==> config.mk <==
export PLATFORM = sky130hd
export DESIGN_NAME = vga_framebuffer_scanout
export DESIGN_NICKNAME = d
export VERILOG_FILES = /design/src/rtl/vga_framebuffer_scanout.sv
export SDC_FILE = /design/constraint.sdc
export NUM_CORES = 1
export LEC_CHECK = 0
export ABC_AREA = 1
export CAP_MARGIN = 20
export CORE_MARGIN = 5
export CORE_UTILIZATION = 39
export DETAILED_ROUTE_END_ITERATION = 10
export DONT_BUFFER_PORTS = 1
export PLACE_DENSITY = 0.62
export SLEW_MARGIN = 20
export SYNTH_ARGS = -nofsm -noshare
export SYNTH_HDL_FRONTEND = slang
export SYNTH_SLANG_ARGS = --single-unit
==> constraint.sdc <==
create_clock -name clock -period 2.6 [get_ports clock]
set_clock_uncertainty 0.05 [all_clocks]
set_input_delay 0.52 -clock clock [delete_from_list [all_inputs] [get_ports clock]]
set_output_delay 0.52 -clock clock [all_outputs]
set_load 0.01 [all_outputs]
==> src/rtl/vga_framebuffer_scanout.sv <==
// vga_framebuffer_scanout: raster timing generator that fetches framebuffer pixels and drives aligned VGA outputs
module vga_framebuffer_scanout #(
  parameter int CLK_DIV  = 2,
  parameter int H_ACTIVE = 640,
  parameter int H_FP     = 16,
  parameter int H_SYNC   = 96,
  parameter int H_BP     = 48,
  parameter int V_ACTIVE = 480,
  parameter int V_FP     = 10,
  parameter int V_SYNC   = 2,
  parameter int V_BP     = 33,
  parameter int ADDR_W   = 19,
  parameter int PIX_W    = 8
) (
  input  logic              clock,
  input  logic              reset,
  output logic [ADDR_W-1:0] fb_address,
  output logic              fb_rd_en,
  input  logic [PIX_W-1:0]  fb_data,
  output logic              vga_hs,
  output logic              vga_vs,
  output logic              vga_blank_n,
  output logic [PIX_W-1:0]  vga_pixel,
  output logic              frame_start
);
  localparam int H_TOTAL = H_ACTIVE + H_FP + H_SYNC + H_BP;
  localparam int V_TOTAL = V_ACTIVE + V_FP + V_SYNC + V_BP;
  localparam int HW = $clog2(H_TOTAL);
  localparam int VW = $clog2(V_TOTAL);
  localparam int DW = CLK_DIV > 1 ? $clog2(CLK_DIV) : 1;
  localparam logic [DW-1:0] DIV_LAST = DW'(CLK_DIV - 1);
  localparam logic [HW-1:0] H_LAST = HW'(H_TOTAL - 1);
  localparam logic [HW-1:0] H_VIS = HW'(H_ACTIVE);
  localparam logic [HW-1:0] HS_BEG = HW'(H_ACTIVE + H_FP);
  localparam logic [HW-1:0] HS_LAST = HW'(H_ACTIVE + H_FP + H_SYNC - 1);
  localparam logic [VW-1:0] V_LAST = VW'(V_TOTAL - 1);
  localparam logic [VW-1:0] V_VIS = VW'(V_ACTIVE);
  localparam logic [VW-1:0] VS_BEG = VW'(V_ACTIVE + V_FP);
  localparam logic [VW-1:0] VS_LAST = VW'(V_ACTIVE + V_FP + V_SYNC - 1);
  logic [DW-1:0]     div_cnt;
  logic [HW-1:0]     h;
  logic [VW-1:0]     v;
  logic [ADDR_W-1:0] addr;
  logic pix_en, active, h_end, v_end;
  logic pix_d, rd_d, hs_d, vs_d, first_d;
  // reset gates the strobe so no read is issued while reset is held
  always_comb begin
    pix_en = ~reset && div_cnt == '0;
    active = h < H_VIS && v < V_VIS;
    h_end = h == H_LAST;
    v_end = v == V_LAST;
    fb_rd_en = pix_en && active;
    fb_address = addr;
  end
  always_ff @(posedge clock) begin
    if (reset) begin
      div_cnt <= '0;
      h <= '0;
      v <= '0;
      addr <= '0;
      pix_d <= 1'b0;
      rd_d <= 1'b0;
      hs_d <= 1'b1;
      vs_d <= 1'b1;
      first_d <= 1'b0;
      vga_hs <= 1'b1;
      vga_vs <= 1'b1;
      vga_blank_n <= 1'b0;
      vga_pixel <= '0;
      frame_start <= 1'b0;
    end else begin
      div_cnt <= div_cnt == DIV_LAST ? '0 : div_cnt + DW'(1);
      if (pix_en) begin
        h <= h_end ? '0 : h + HW'(1);
        if (h_end) v <= v_end ? '0 : v + VW'(1);
        addr <= h_end && v_end ? '0 : addr + ADDR_W'(fb_rd_en);
      end
      pix_d <= pix_en;
      rd_d <= fb_rd_en;
      hs_d <= !(h >= HS_BEG && h <= HS_LAST);
      vs_d <= !(v >= VS_BEG && v <= VS_LAST);
      first_d <= h == '0 && v == '0;
      // fb_data is only trusted when a read was issued on the previous clock
      if (pix_d) begin
        vga_pixel <= rd_d ? fb_data : '0;
        vga_blank_n <= rd_d;
        vga_hs <= hs_d;
        vga_vs <= vs_d;
      end
      frame_start <= pix_d && first_d;
    end
  end
endmodule
* Yosys cells after proc, flatten, opt, wreduce, memory -nomap -nowiden
Cells that the tools add are included.
** Word-level totals
- Bits in registers :: 57
- Latch bits :: 0
- Memory bits (writable) :: 0
- ROM bits :: 0
- Input port bits :: 10
- Output and inout bits :: 32
- Logic and storage cells :: 46
- Memories :: 0
** Operators by class
- $add $sub $neg :: 4
- $mul :: 0
- Divide/modulo/power cells :: 0
- $lt $le $gt $ge :: 6
- Eq/ne operators :: 2
- Shift-type cells :: 0
- Mux-type cells :: 4
- Bitwise logic cells :: 2
- Reductions and logical operators :: 14
** Operators with widths (number)
- $add 10x1->10 const B :: 2
- $eq 10x10->1 const B :: 2
- $logic_not 10->1 :: 2
- $mux 10 :: 2
- $add 19x1->19 :: 1
- $mux 19 :: 1
- $ge 10x10->1 const B :: 1
- $ge 10x9->1 const B :: 1
- $le 10x10->1 const B :: 1
- $le 10x9->1 const B :: 1
- $lt 10x10->1 const B :: 1
- $lt 10x9->1 const B :: 1
- $logic_and 1x1->1 :: 8
- $mux 8 :: 1
- $logic_not 1->1 :: 2
- $not 1->1 :: 2
- $reduce_and 2->1 :: 1
- $reduce_or 2->1 :: 1
- $add 1x1->1 const B :: 1

* Longest topological paths before layout
- Word-level depth :: 5
- Mapped depth :: 14
- Mapped depth without buffers :: 13

* Worst setup path after synthesis
Ideal clock, no wire load.
- Path type :: input-to-reg
- Start point :: in reset
- End point :: reg addr[12], in the netlist fb_address[12]
- Setup time :: 0.118 ns
- Arrival :: 2.646 ns
- Slack :: -0.214 ns
- Stages on the path :: 12
- Path buffers :: 2
- Cell sequence :: buf_6 -> clkinv_2 -> nand2_2 -> buf_4 -> nor4b_1 -> ha_1 -> ha_1 -> nand3_1 -> nor3_2 -> nand2_1 -> nor3_1 -> nor2_1
** Between the ends
- Word-level cells in the longest chain between the ends :: 5
** RTL lines
- start: declaration :: RTL line 16 : input logic reset,
- $not 1->1 :: RTL line 48 : pix_en = ~reset && div_cnt == '0;
- $logic_and 1x1->1 :: RTL line 48
- $logic_and 1x1->1 :: RTL line 52 : fb_rd_en = pix_en && active;
- named net fb_rd_en :: RTL line 18 : output logic fb_rd_en,
- $add 19x1->19 :: RTL line 76 : addr <= h_end && v_end ? '0 : addr + ADDR_W'(fb_rd_en);
- $mux 19 :: RTL line 76
- end signal: assignment :: RTL line 76
- end: declaration :: RTL line 43 : logic [ADDR_W-1:0] addr;
The timed path passes the listed nets, and every way through them passes these cells.
A chain may end at the register's enable or synchronous reset.

* Worst setup path in the final report
- Start point :: reg v[5]
- End point :: reg addr[12], in the netlist fb_address[12]
** Between the ends
- Word-level cells in the longest chain between the ends :: 5
** RTL lines
- start: declaration :: RTL line 42 : logic [VW-1:0] v;
- start signal: assignment :: RTL line 75 : if (h_end) v <= v_end ? '0 : v + VW'(1);
- $lt 10x9->1 :: RTL line 49 : active = h < H_VIS && v < V_VIS;
- $logic_and 1x1->1 :: RTL line 49
- $logic_and 1x1->1 :: RTL line 52
- $add 19x1->19 :: RTL line 76
- $mux 19 (*) :: RTL line 76
Mark *: on every way between the ends. The rest lies on a longest branch, timed or not.

==> results.json <==
{
  "post-route-period-util": 0.8829,
  "p_leak_nw": 1.248,
  "drv_cap": 0,
  "slew_headroom": 0.6096,
  "via_per_inst": 4.868,
  "multi_input_area_sq_um": 1570,
  "critPathLaunchType": "flop",
  "ir_worst_vdd_mv": 0.2479,
  "path_cells": "nand3_1 > inv_1 > a21oi_2 > nor4b_4 > ha_1 > ha_1 > nand3_2 > nor3_4 > nand2_1 > nor3_1 > nor2_1",
  "synthCells": 413,
  "cts.sinks": 57,
  "setup_viol": 0,
  "p_seq_frac": 0.444,
  "fp-row-count": 31,
  "avgSynthCellArea_sq_um": 7.056,
  "rr_startpoint": "v[5]",
  "cp-endpoint": "fb_address[12]",
  "syn2layout_area_growth_pct": 13.01,
  "r2r_slack_ns": 0.30,
  "coreArea_sq_um": 7253,
  "die-area_sq_um": 9301,
  "startpoint": "v[5]",
  "gr-total-overflow": 0,
  "netlist_area_sq_um": 2914,
  "critPathArrivalTime_ns": 2.47,
  "route.final.wire_length_mm": 6.776,
  "die_w_um": 96.44,
  "postCtsSetupBuffers": 0,
  "wl_per_cell_um": 12.96,
  "start_util": 0.4018,
  "tritoncts": "yes",
  "drive_gt1_frac": 0.1392,
  "root_buffer": "clkbuf_8",
  "grt_pass1_vias": 2349,
  "synth_ff_type": "dfxtp_1",
  "antenna_found_initial": 0,
  "nets": 435,
  "min_path_type": "primary input to flop",
  "firstDrtPassIters": 5,
  "synth.distinct_cells": 33,
  "ioPinCount": 42,
  "crit_path_max_incr_delay_ns": 0.35,
  "crit_top_cell": "ha_1",
  "ctsHoldBuffers": 0,
  "grt_max_degree": 19,
  "timing.final.ws_setup_ns": 0.3044,
  "tns_ns": 0,
  "rr_worst_depth": 11,
  "clockBufferDepth": 2,
  "pre_cts_ws_ns": 0.1935,
  "synth_enable_flop_cells": 0,
  "crit_fanout": 6,
  "ys_warn_count": 0,
  "powerDensity_nw_per_um2": 621.4,
  "remaining_drc_errors": 0,
  "antenna_cells": 0,
  "grt_pass1_wl_mm": 11.13,
  "fmax_mhz": 435.6,
  "required_ns": 2.77,
  "postRouteAntennaNets": 0,
  "rsz0062_at_grt": "false",
  "async_flop_share": 0,
  "vias": 2546,
  "critPathKind": "flop to flop",
  "fillers": 745,
  "status": "finished, final reports clean",
  "numPortBuffers": 0,
  "synth_seq_cells": 57,
  "p_sw_uw": 438.6,
  "final_cells": 523,
  "combinationalPowerShare": 0.038,
  "seqCellArea_sq_um": 1141,
  "dp_cells": 507,
  "clkPwrFrac": 0.518,
  "fin_crit_ns": 2.296,
  "syn_nets": 429,
  "drt_iter0_drc": 206,
  "grt_usage": 0.1526,
  "worstMarginPinSlew_ns": 0.5834,
  "die-height_um": 96.44,
  "worst_setup_path_end_kind": "flop",
  "dp_hpwl_mm": 4.939,
  "drv_slew": 0,
  "cts_made_buffers": 9,
  "cts.htree.levels": 3,
  "switching_share": 0.2143,
  "reg2reg_to": "fb_address[12]",
  "clk_pin_slew_worst_paths_ns": 0.07,
  "place_congestion": 0.8392,
  "clk_latency_ns": 0.34,
  "yosysSeqAreaShare": 0.3916,
  "finalHoldViolCount": 0,
  "critPathSlowestCell": "dfxtp_1",
  "p_int_mw": 1.608
}
## layout make-up
class / instances / area share
multi-input cells: 302 / 0.4768
repair buffers: 5 / 0.01140
clock buffers: 12 / 0.04711
well taps: 99 / 0.03761
clock inverters: 4 / 0.03002
flip-flops and latches: 57 / 0.3465
inverters: 44 / 0.05053
## worst min-delay path by stage
stage / startpoint / endpoint / cells after the start
finish: reset / fb_address[0] / 1
global route: reset / vga_pixel[0] / 1
CTS: reset / fb_address[0] / 1
detailed placement: first_d / frame_start / 2
global placement: first_d / frame_start / 2
floorplan: first_d / frame_start / 2
## routing by layer
| layer | vias to the layer above | part of all wire | track usage |
|---|---|---|---|
| li1 | 1333 | - | - |
| met1 | 1142 | 0.48 | 0.1966 |
| met2 | 58 | 0.44 | 0.2443 |
| met3 | 13 | 0.059 | 0.03563 |
| met4 | 0 | 0.018 | 0.06425 |
| met5 | - | 0 | 0 |
## synthesized netlist by cell type, types with 2 or more instances
cell | n | area share
nand2_1 | 104 | 0.13
nor2_1 | 56 | 0.072
dfxtp_1 | 57 | 0.39
ha_1 | 6 | 0.026
nand4_1 | 7 | 0.015
nor4b_1 | 2 | 0.0060
inv_2 | 2 | 0.0026
clkbuf_1 | 4 | 0.0052
nor3_2 | 2 | 0.0069
nand3_1 | 40 | 0.069
xnor2_1 | 3 | 0.0090
nand3b_1 | 2 | 0.0052
nand2_2 | 4 | 0.0086
o21bai_1 | 5 | 0.013
nor3_1 | 5 | 0.0086
nor2_2 | 15 | 0.032
inv_1 | 41 | 0.053
buf_6 | 3 | 0.012
buf_4 | 2 | 0.0052
nor4_1 | 2 | 0.0043
nor3b_1 | 2 | 0.0052
nor2_4 | 4 | 0.015
a21oi_1 | 25 | 0.043
nand3_2 | 2 | 0.0069
xor2_1 | 4 | 0.012
o21ai_0 | 6 | 0.010
nand4_2 | 2 | 0.0086
## logic make-up after synthesis
family,count (synthesis),share of synthesized area
flops,57,0.3916
compound gates,38,0.07342
buf+inv,54,0.08072
simple gates,251,0.4075
fa+ha+maj,6,0.02576
xor+xnor,7,0.02104
## layout by cell type (no fill, tap or decap), drive strengths merged
master  instances
buf             5
o21ai           8
a21oi          25
bufinv          3
inv            43
clkbuf         12
ha              6
nand3b          2
dfxtp          57
nor3b           2
xnor2           3
nand3          43
nand2         109
nand4           9
clkinv          2
o21bai          5
nor4b           2
nor3            7
nor4            2
nor2           75
xor2            4
## worst max-delay path: cells and delay by family, from the launching register on
kind | cells | cell delay [ns]
and+or+nand+nor | 7 | 1.11
adders and majority gates | 2 | 0.43
DFF | 1 | 0.35
AOI/OAI and AO/OA | 1 | 0.17
buffers and inverters | 1 | 0.08
## registers in the layout, summed over array words and instances, names as in the netlist
| signal | cells |
|---|---|
| fb_address | 19 |
| h | 10 |
| v | 10 |
| vga_pixel | 8 |
| div_cnt | 1 |
| first_d | 1 |
| frame_start | 1 |
| hs_d | 1 |
| pix_d | 1 |
| rd_d | 1 |
| vga_blank_n | 1 |
| vga_hs | 1 |
| vga_vs | 1 |
| vs_d | 1 |
## power by group through the flow
stage	sequential, mW	clock (mW)	combinational (mW)
2_1_floorplan	0.922	0	0.0703
3_3_place_gp	0.929	0	0.0766
3_5_place_dp	0.929	0	0.0777
4_1_cts	0.909	1.07	0.0783
5_1_grt	0.911	1.12	0.0871
6_report	0.909	1.06	0.0776
## per-stage QoR
stage               area [sq um]  utilization  hold slack [ns]  power, mW
floorplan                   2929            -           0.3545     0.9924
finish                      3293       0.4540           0.1915      2.046
global placement            3022       0.4166           0.3590      1.005
global route                3293       0.4540           0.1801      2.114
detailed placement          3022       0.4166           0.3744      1.007
CTS                         3276       0.4516           0.1881      2.059
## timing repair
action	4_1_cts	5_1_grt
setup endpoints to repair	0	5
resized for setup	0	4
hold endpoints to repair	0	0
Note: power is estimated with default switching activity, not from simulation.
